--- src/rtl/keccak_pi_inv_stream_pkg.sv ---
// ============================================================================
// Module   : keccak_pi_inv_stream_pkg
// Brief    : Shared constants for the lane-serial inverse-pi reorder block.
// Revision : 1.0 - initial release
// ============================================================================
`default_nettype none

package keccak_pi_inv_stream_pkg;

  localparam int NLANES  = 25;
  localparam int CNT_W   = 5;
  localparam int STATE_W = 1;

  localparam logic [STATE_W-1:0] ST_FILL = 1'b0;
  localparam logic [STATE_W-1:0] ST_FULL = 1'b1;

  localparam logic [CNT_W-1:0] LAST_CNT = 5'(NLANES - 1);

  // Destination lane for the n-th arriving lane; shared with the forward-pi check model.
  localparam logic [CNT_W-1:0] PI_INV_DST [NLANES] = '{
    5'd0,  5'd10, 5'd20, 5'd5,  5'd15,
    5'd16, 5'd1,  5'd11, 5'd21, 5'd6,
    5'd7,  5'd17, 5'd2,  5'd12, 5'd22,
    5'd23, 5'd8,  5'd18, 5'd3,  5'd13,
    5'd14, 5'd24, 5'd9,  5'd19, 5'd4
  };

endpackage

`default_nettype wire

--- src/rtl/keccak_pi_inv_stream.sv ---
// ============================================================================
// Module   : keccak_pi_inv_stream
// Brief    : Scatters 25 serial lanes into a parallel state at inverse-pi slots.
// Revision : 1.0 - initial release
// ============================================================================
`default_nettype none

module keccak_pi_inv_stream #(
  parameter int LANE_W = 64
) (
  input  logic                  clk,
  input  logic                  rst,
  input  logic                  in_valid,
  output logic                  in_ready,
  input  logic [LANE_W-1:0]     in_lane,
  input  logic                  in_last,
  output logic                  out_valid,
  input  logic                  out_ready,
  output logic [25*LANE_W-1:0]  state_out,
  output logic                  len_err
);

  import keccak_pi_inv_stream_pkg::*;

  logic [STATE_W-1:0] r_state;
  logic [STATE_W-1:0] w_next_state;
  logic [CNT_W-1:0]   r_cnt;
  logic [LANE_W-1:0]  r_buf [NLANES];
  logic               r_len_err;
  logic               w_accept;
  logic               w_cnt_last;
  logic [CNT_W-1:0]   w_dst;

  assign w_accept   = in_valid & in_ready;
  assign w_cnt_last = (r_cnt == LAST_CNT);
  assign w_dst      = PI_INV_DST[r_cnt];

  always_ff @(posedge clk) begin
    if (rst) begin
      r_state <= ST_FILL;
    end else begin
      r_state <= w_next_state;
    end
  end

  always_comb begin
    w_next_state = r_state;
    case (r_state)
      ST_FILL: if (w_accept && w_cnt_last) w_next_state = ST_FULL;
      ST_FULL: if (out_ready)              w_next_state = ST_FILL;
      default:                             w_next_state = ST_FILL;
    endcase
  end

  always_comb begin
    in_ready  = 1'b0;
    out_valid = 1'b0;
    case (r_state)
      ST_FILL: in_ready  = 1'b1;
      ST_FULL: out_valid = 1'b1;
      default: in_ready  = 1'b0;
    endcase
  end

  // The lane count alone defines the frame; in_last only feeds the sticky error flag.
  always_ff @(posedge clk) begin
    if (rst) begin
      r_cnt     <= '0;
      r_len_err <= 1'b0;
    end else if (w_accept) begin
      r_cnt <= w_cnt_last ? '0 : r_cnt + 5'd1;
      if (in_last != w_cnt_last) r_len_err <= 1'b1;
    end
  end

  always_ff @(posedge clk) begin
    if (rst) begin
      for (int i = 0; i < NLANES; i++) r_buf[i] <= '0;
    end else if (w_accept) begin
      r_buf[w_dst] <= in_lane;
    end
  end

  generate
    for (genvar l = 0; l < NLANES; l++) begin : g_pack
      assign state_out[l*LANE_W +: LANE_W] = r_buf[l];
    end
  endgenerate

  assign len_err = r_len_err;

endmodule

`default_nettype wire

--- config.mk ---
export PLATFORM = sky130hd
export DESIGN_NAME = keccak_pi_inv_stream
export DESIGN_NICKNAME = d
export VERILOG_FILES = /design/src/rtl/keccak_pi_inv_stream_pkg.sv /design/src/rtl/keccak_pi_inv_stream.sv
export SDC_FILE = /design/constraint.sdc
export NUM_CORES = 2
export LEC_CHECK = 0
export BUFFER_PORTS_ARGS = -buffer_cell sky130_fd_sc_hd__clkbuf_2
export CORE_AREA = 4 4 649 651
export CTS_BUF_LIST = sky130_fd_sc_hd__clkbuf_8
export CTS_CLUSTER_DIAMETER = 120
export DETAILED_ROUTE_END_ITERATION = 16
export DIE_AREA = 0 0 653 655
export GPL_ROUTABILITY_DRIVEN = 0
export GPL_TIMING_DRIVEN = 0
export PLACE_DENSITY = 0.4
export SYNTH_ARGS = -nofsm -noshare
export SYNTH_HDL_FRONTEND = slang
export SYNTH_SLANG_ARGS = --single-unit
--- constraint.sdc ---
create_clock -name clk -period 23.4 [get_ports clk]
set_clock_uncertainty 0.05 [all_clocks]
set_input_delay 2.34 -clock clk [delete_from_list [all_inputs] [get_ports clk]]
set_output_delay 2.34 -clock clk [all_outputs]
set_load 0.05 [all_outputs]
; Word-level counts from Yosys, hierarchy flattened
; Memory sizes are Yosys's and may differ from the RTL's.
; Cells that the tools add are included.
[word_totals]
reg_bits = 7
latchBits = 0
ramBits = 1600
mem_bits_ro = 160
inputBits = 69
out_inout_bits = 1603
wordCells = 31
mem_count = 2
[mem_list]
columns = memory, depth, word_bits, read_ports, rd_clocked_by_memory_dff, write_ports, line_no
row1 = r_buf, 25, 64, 25, 0, 25, keccak_pi_inv_stream.sv:28  ; logic [LANE_W-1:0] r_buf [NLANES];
row2 = (no name shown), 32, 5, 1, 0, 0, keccak_pi_inv_stream.sv:36  ; assign w_dst = PI_INV_DST[r_cnt];
[classes]
n_addsub = 1
n_mul = 0
div_mod_pow = 0
order_cmp = 1
eq_ne = 2
n_shift = 0
muxes = 16
bitwise = 3
n_reduce_logical = 3
[op_table]
columns = cell, n
row1 = 2-to-1 mux 64 bit, 1
row2 = OR reduction 64 bit, 1
row3 = 2-to-1 mux 5 bit, 4
row4 = 2-to-1 mux 1 bit, 10
row5 = ">= comparator 6 bit, second input constant", 1
row6 = NOT 5 -> 6 bit, 1
row7 = "adder 5 x 1 -> 5 bit, second input constant", 1
row8 = "equality test 5 bit, second input constant", 1
row9 = one-hot mux 1 bit (2 select lines), 1
row10 = AND reduction 2 bit, 1
row11 = AND 1 bit, 1
row12 = logical AND 1 bit, 1
row13 = inequality test 1 bit, 1
row14 = NOT 1 bit, 1

; Depth between registers and ports, before layout
[depth]
word_depth = 7
mapped_depth = 10
ltp_nobuf = 6

; Worst setup path before layout
; Ideal clock, no wire load.
[synth_timing]
kind = input -> register
startpoint = input port in_valid
endpoint = memory r_buf[23][0] (enable)
setup_ps = 661
arrival_ps = 10001
required_ps = 22689
setup_slack_ps = 12688
stages = 7
cell_sequence = nand2b_1 -> nor2_1 -> or4b_1 -> clkbuf_1 -> buf_6 -> clkbuf_1 -> o41ai_1
[synth_lines]
columns = item, line_no
row1 = from (decl), keccak_pi_inv_stream.sv:13  ; input logic in_valid,
row2 = to (decl), keccak_pi_inv_stream.sv:28

==> metrics.log <==
INFO  metric outcome = finished with violations
INFO  metric failed_checks = capacitance limit, slew limit
INFO  metric clkLatencyLatePin = 1.05 ns
INFO  metric timing.final.crit_share = 28.74%
INFO  metric drt_iter0_drc = 6,418
INFO  metric final_layout_size_suffix_gt1_share = 38.00%
INFO  metric clk_path_buf_depth = 4
INFO  metric net_switching_power_figure = 2525 uW
INFO  metric synth_top_area_cell = edfxtp_1
INFO  metric critPathMaxStageDelay = 1.07 ns
INFO  metric synth-async-reset-ratio = 0%
INFO  metric irDropWorstVdd = 0.04658 mV
INFO  metric sink_of_the_worst_hold_path = len_err$_SDFFE_PP0P_
INFO  metric row_count = 237
INFO  metric setup_slack = 16.68 ns
INFO  metric die_width = 653 microns
INFO  metric buffer_ports.inserted = 1,671
INFO  metric critical_path_peak_fanout = 10
INFO  metric detail_route.drc_violations = 0
INFO  metric clkSlewWorstSetupHoldPaths = 0.06 ns
INFO  metric final_core_occ = 21.09%
INFO  metric detail-route-antenna-nets = 0
INFO  metric max_slew.worst_pin.slew = 1.535 ns
INFO  metric path_cells = clkbuf_2 -> nand2b_1 -> nor2_1 -> o221ai_1 -> clkbuf_2 -> clkbuf_1 -> o41ai_2 -> buf_4 -> buf_4 -> buf_4 -> buf_4 -> buf_4 -> buf_4 -> buf_4 -> buf_4
INFO  metric top_ff_cell_synth = edfxtp_1
INFO  metric filler_cells = 44.80k
INFO  metric synth_enable_flop_cells = 1,600
INFO  metric syn_nets = 4,236
INFO  metric design.die.area = 427,700 sq um
INFO  metric wl_per_cell = 40.44 microns
INFO  metric hold_path_depth = 2
INFO  metric syn2layout_area_growth = 39.72%
INFO  metric drv_cap = 4
INFO  metric ff_latch_area = 48,190 sq um
INFO  metric postSynthCellCount = 4,160
INFO  metric worst-endpoint-arrival = 7.38 ns
INFO  metric io_pins = 1,672
INFO  metric finalNetCount = 6,463
INFO  metric cts_buffers = 307
INFO  metric hp-start = len_err$_SDFFE_PP0P_
INFO  metric yosysMostFrequentCell = edfxtp_1
INFO  metric maxClockFrequency = 148.7 MHz
INFO  metric worstSetupEndpointType = flop
INFO  metric crit_slowest_cell = o41ai_2
INFO  metric grt_overflow_total = 0
INFO  metric worst_path_most_repeated_cell = buf_4
INFO  metric dp_hpwl = 393.6 mm
INFO  metric post_layout_minimum_cycle_time = 6.725 ns
INFO  metric grtUsageTotal = 21.93%
INFO  metric powerDensity = 84.50 nW/um^2
INFO  metric grt_pass1_vias = 52.45k
INFO  metric post_cts.resized_instances = 0
INFO  metric post_cts_buffers = 0
INFO  metric sinks_on_clock_net = 1,607
INFO  metric core-area = 415,400 sq um
INFO  metric dr_total_vias = 54.98k
INFO  metric timing.critical_path.buf_inv = 11
INFO  metric hold_viol_final = 0
INFO  metric grt_pass1_wl = 600.4 mm
INFO  metric comb_power_share = 17.4%
INFO  metric yosysSeqAreaShare = 76.85%
INFO  metric synth_area_leaders = edfxtp_1 (77%), nor4_1 (14%), clkbuf_1 (3.1%), nor3_1 (1.5%), o2111ai_1 (0.89%)
INFO  metric required_time_of_the_critical_path = 24.05 ns
INFO  metric synth.ff_latch_count = 1,607
INFO  metric unrepaired_setup_endpoints_after_global_routing = false
INFO  metric netlist_top_cells_count = edfxtp_1 (1,600), nor4_1 (1,383), clkbuf_1 (512)
INFO  metric detail_route.first_pass.iterations = 6
INFO  metric power.leakage = 0.03102 uW
INFO  metric postSynthAreaPerCell = 15.07 sq um
INFO  metric cts.root.buffer_cell = clkbuf_8
INFO  metric path_class = in2reg
INFO  metric setup_viol_count_final = 0
INFO  metric r2r_slack = 16.93 ns
INFO  metric start_kind = input pin
INFO  metric critical_path_cell_count = 15
INFO  metric final_slew_viol_count = 32
INFO  metric power.share.switching = 34.11%
INFO  metric power.total = 7402 uW
INFO  metric tritoncts = done
INFO  metric route.detailed.vias_per_inst = 4.516
INFO  metric internal_power = 4877 uW
INFO  metric critical_path.top_delay_family = buffers and inverters
INFO  metric synth.yosys.warnings = 0
INFO  metric antenna_found_initial = 113
INFO  metric clockPowerShare = 37.7%
INFO  metric synth_top_area_share = 76.63%
INFO  metric setup_total_negative_slack = 0 ns
INFO  metric drt_wl_total = 492.4 mm
INFO  metric multiInputGateArea = 12,450 sq um
INFO  metric grt_start_max_net_pins = 22
INFO  metric power.share.sequential = 44.9%
INFO  metric cts-htree-levels = 5
INFO  metric timing.hold.ws = 0.4534 ns
INFO  metric holdCritPathClass = reg2reg
INFO  metric worst-r2r-cell-count = 15
INFO  metric worst_rel_slew_slack = -2.330%
INFO  metric r2r_end = r_buf[21][41]$_SDFFCE_PN0P_
INFO  metric synth.lib_cells_used.distinct = 44
INFO  metric postCtsHoldBufs = 0
INFO  metric timing.rr.start = r_cnt[0]$_SDFFE_PP0P_
INFO  metric fp.dieH = 655 microns
INFO  metric post-place-ws = 15.36 ns
INFO  metric synthesis.area = 62,700 sq um
INFO  metric initial_standard_cell_utilization_of_the_core = 15.09%
## through the flow
step | area [sq um] | cells
after floorplan | 62700 | 4160
after global placement | 77940 | 11328
after detailed placement | 81590 | 11573
after CTS | 87410 | 12106
after global routing | 87470 | 12121
final | 87600 | 12175
## flip-flops by register name, indices dropped and copies added (netlist names)
| signal | cells |
|---|---|
| r_cnt | 5 |
| len_err | 1 |
| r_state | 1 |
| r_buf | 1600 |
## logic make-up after synthesis
kind of cell / Yosys count / share of synthesized area, %
muxes: 6 / 0.09778
and+or+nand+nor: 1710 / 16.77
AOI/OAI and AO/OA: 173 / 1.960
adders and majority gates: 7 / 0.1397
xor gates and xnor gates: 4 / 0.05589
buffers and inverters: 653 / 4.123
DFF: 1607 / 76.85
## layout make-up
cell class / count / share of cell area (%)
antenna: 67 / 0.1914
clock buffer: 311 / 4.886
inverter: 71 / 0.3042
multi-input combinational: 1900 / 14.21
tap: 5497 / 7.851
timing repair buffer: 1918 / 13.08
buffer: 582 / 2.709
clock inverter: 222 / 1.753
sequential: 1607 / 55.01
## power by group through the flow
| stage | combinational, uW | clock, uW | sequential [uW] |
|---|---|---|---|
| global route | 1320 | 2980 | 3330 |
| finish | 1290 | 2790 | 3320 |
| CTS | 1300 | 2850 | 3320 |
| global placement | 1230 | 0 | 3440 |
| floorplan | 243 | 0 | 3800 |
| detailed placement | 1300 | 0 | 3380 |
## routing by layer
layer  share of wire (%)  up-vias  global-route usage [%]
li1                    -    22005                       -
met1                  38    28345                   26.05
met2                  48     3721                   36.31
met3                 8.4      883                   6.181
met4                 5.3       30                   10.75
met5               0.040        -                       0
## how the worst max path moves through the flow
stage	end	slack (ns)	start
after global placement	r_buf[21][42]$_SDFFCE_PN0P_	1.77	in_valid
after global routing	r_buf[21][41]$_SDFFCE_PN0P_	16.48	in_valid
after CTS	r_buf[21][41]$_SDFFCE_PN0P_	16.46	in_valid
final	r_buf[21][41]$_SDFFCE_PN0P_	16.68	in_valid
after floorplan	r_buf[23][0]$_SDFFCE_PN0P_	12.69	in_valid
after detailed placement	r_buf[21][41]$_SDFFCE_PN0P_	15.36	in_valid
## worst reg2reg max path, stage by stage, from the launching register on
cell and delay (ns):
dfxtp_1 0.55, inv_1 0.20, ha_1 0.41, nor2b_1 0.20, o32ai_1 0.75, clkbuf_1 0.84, nor2_1 0.34, o41ai_2 1.03
buf_4 0.35, buf_4 0.22, buf_4 0.18, buf_4 0.19, buf_4 0.21, buf_4 0.20, buf_4 0.19, buf_4 0.21
## placed cells by master, fill, tap and decap left out, types with 7 or more instances in the layout
cell,n
clkbuf_8,311
clkbuf_2,1712
clkinv_1,61
nand3_1,65
o2111ai_1,64
nor4_2,27
o21ai_1,18
a21oi_1,8
buf_4,125
dfxtp_1,7
nor4_1,1382
o41ai_2,13
diode_2,67
buf_12,19
nand2_1,8
edfxtp_1,1600
buf_1,22
bufinv_16,16
buf_16,25
o31ai_4,12
nand2b_1,7
inv_1,149
clkbuf_1,471
nor2_1,9
buf_2,35
nor3_1,192
clkinv_2,39
buf_6,35
o21ai_2,41
ha_1,7
buf_8,56
clkinv_8,7
Note: power is estimated with default switching activity, not from simulation.
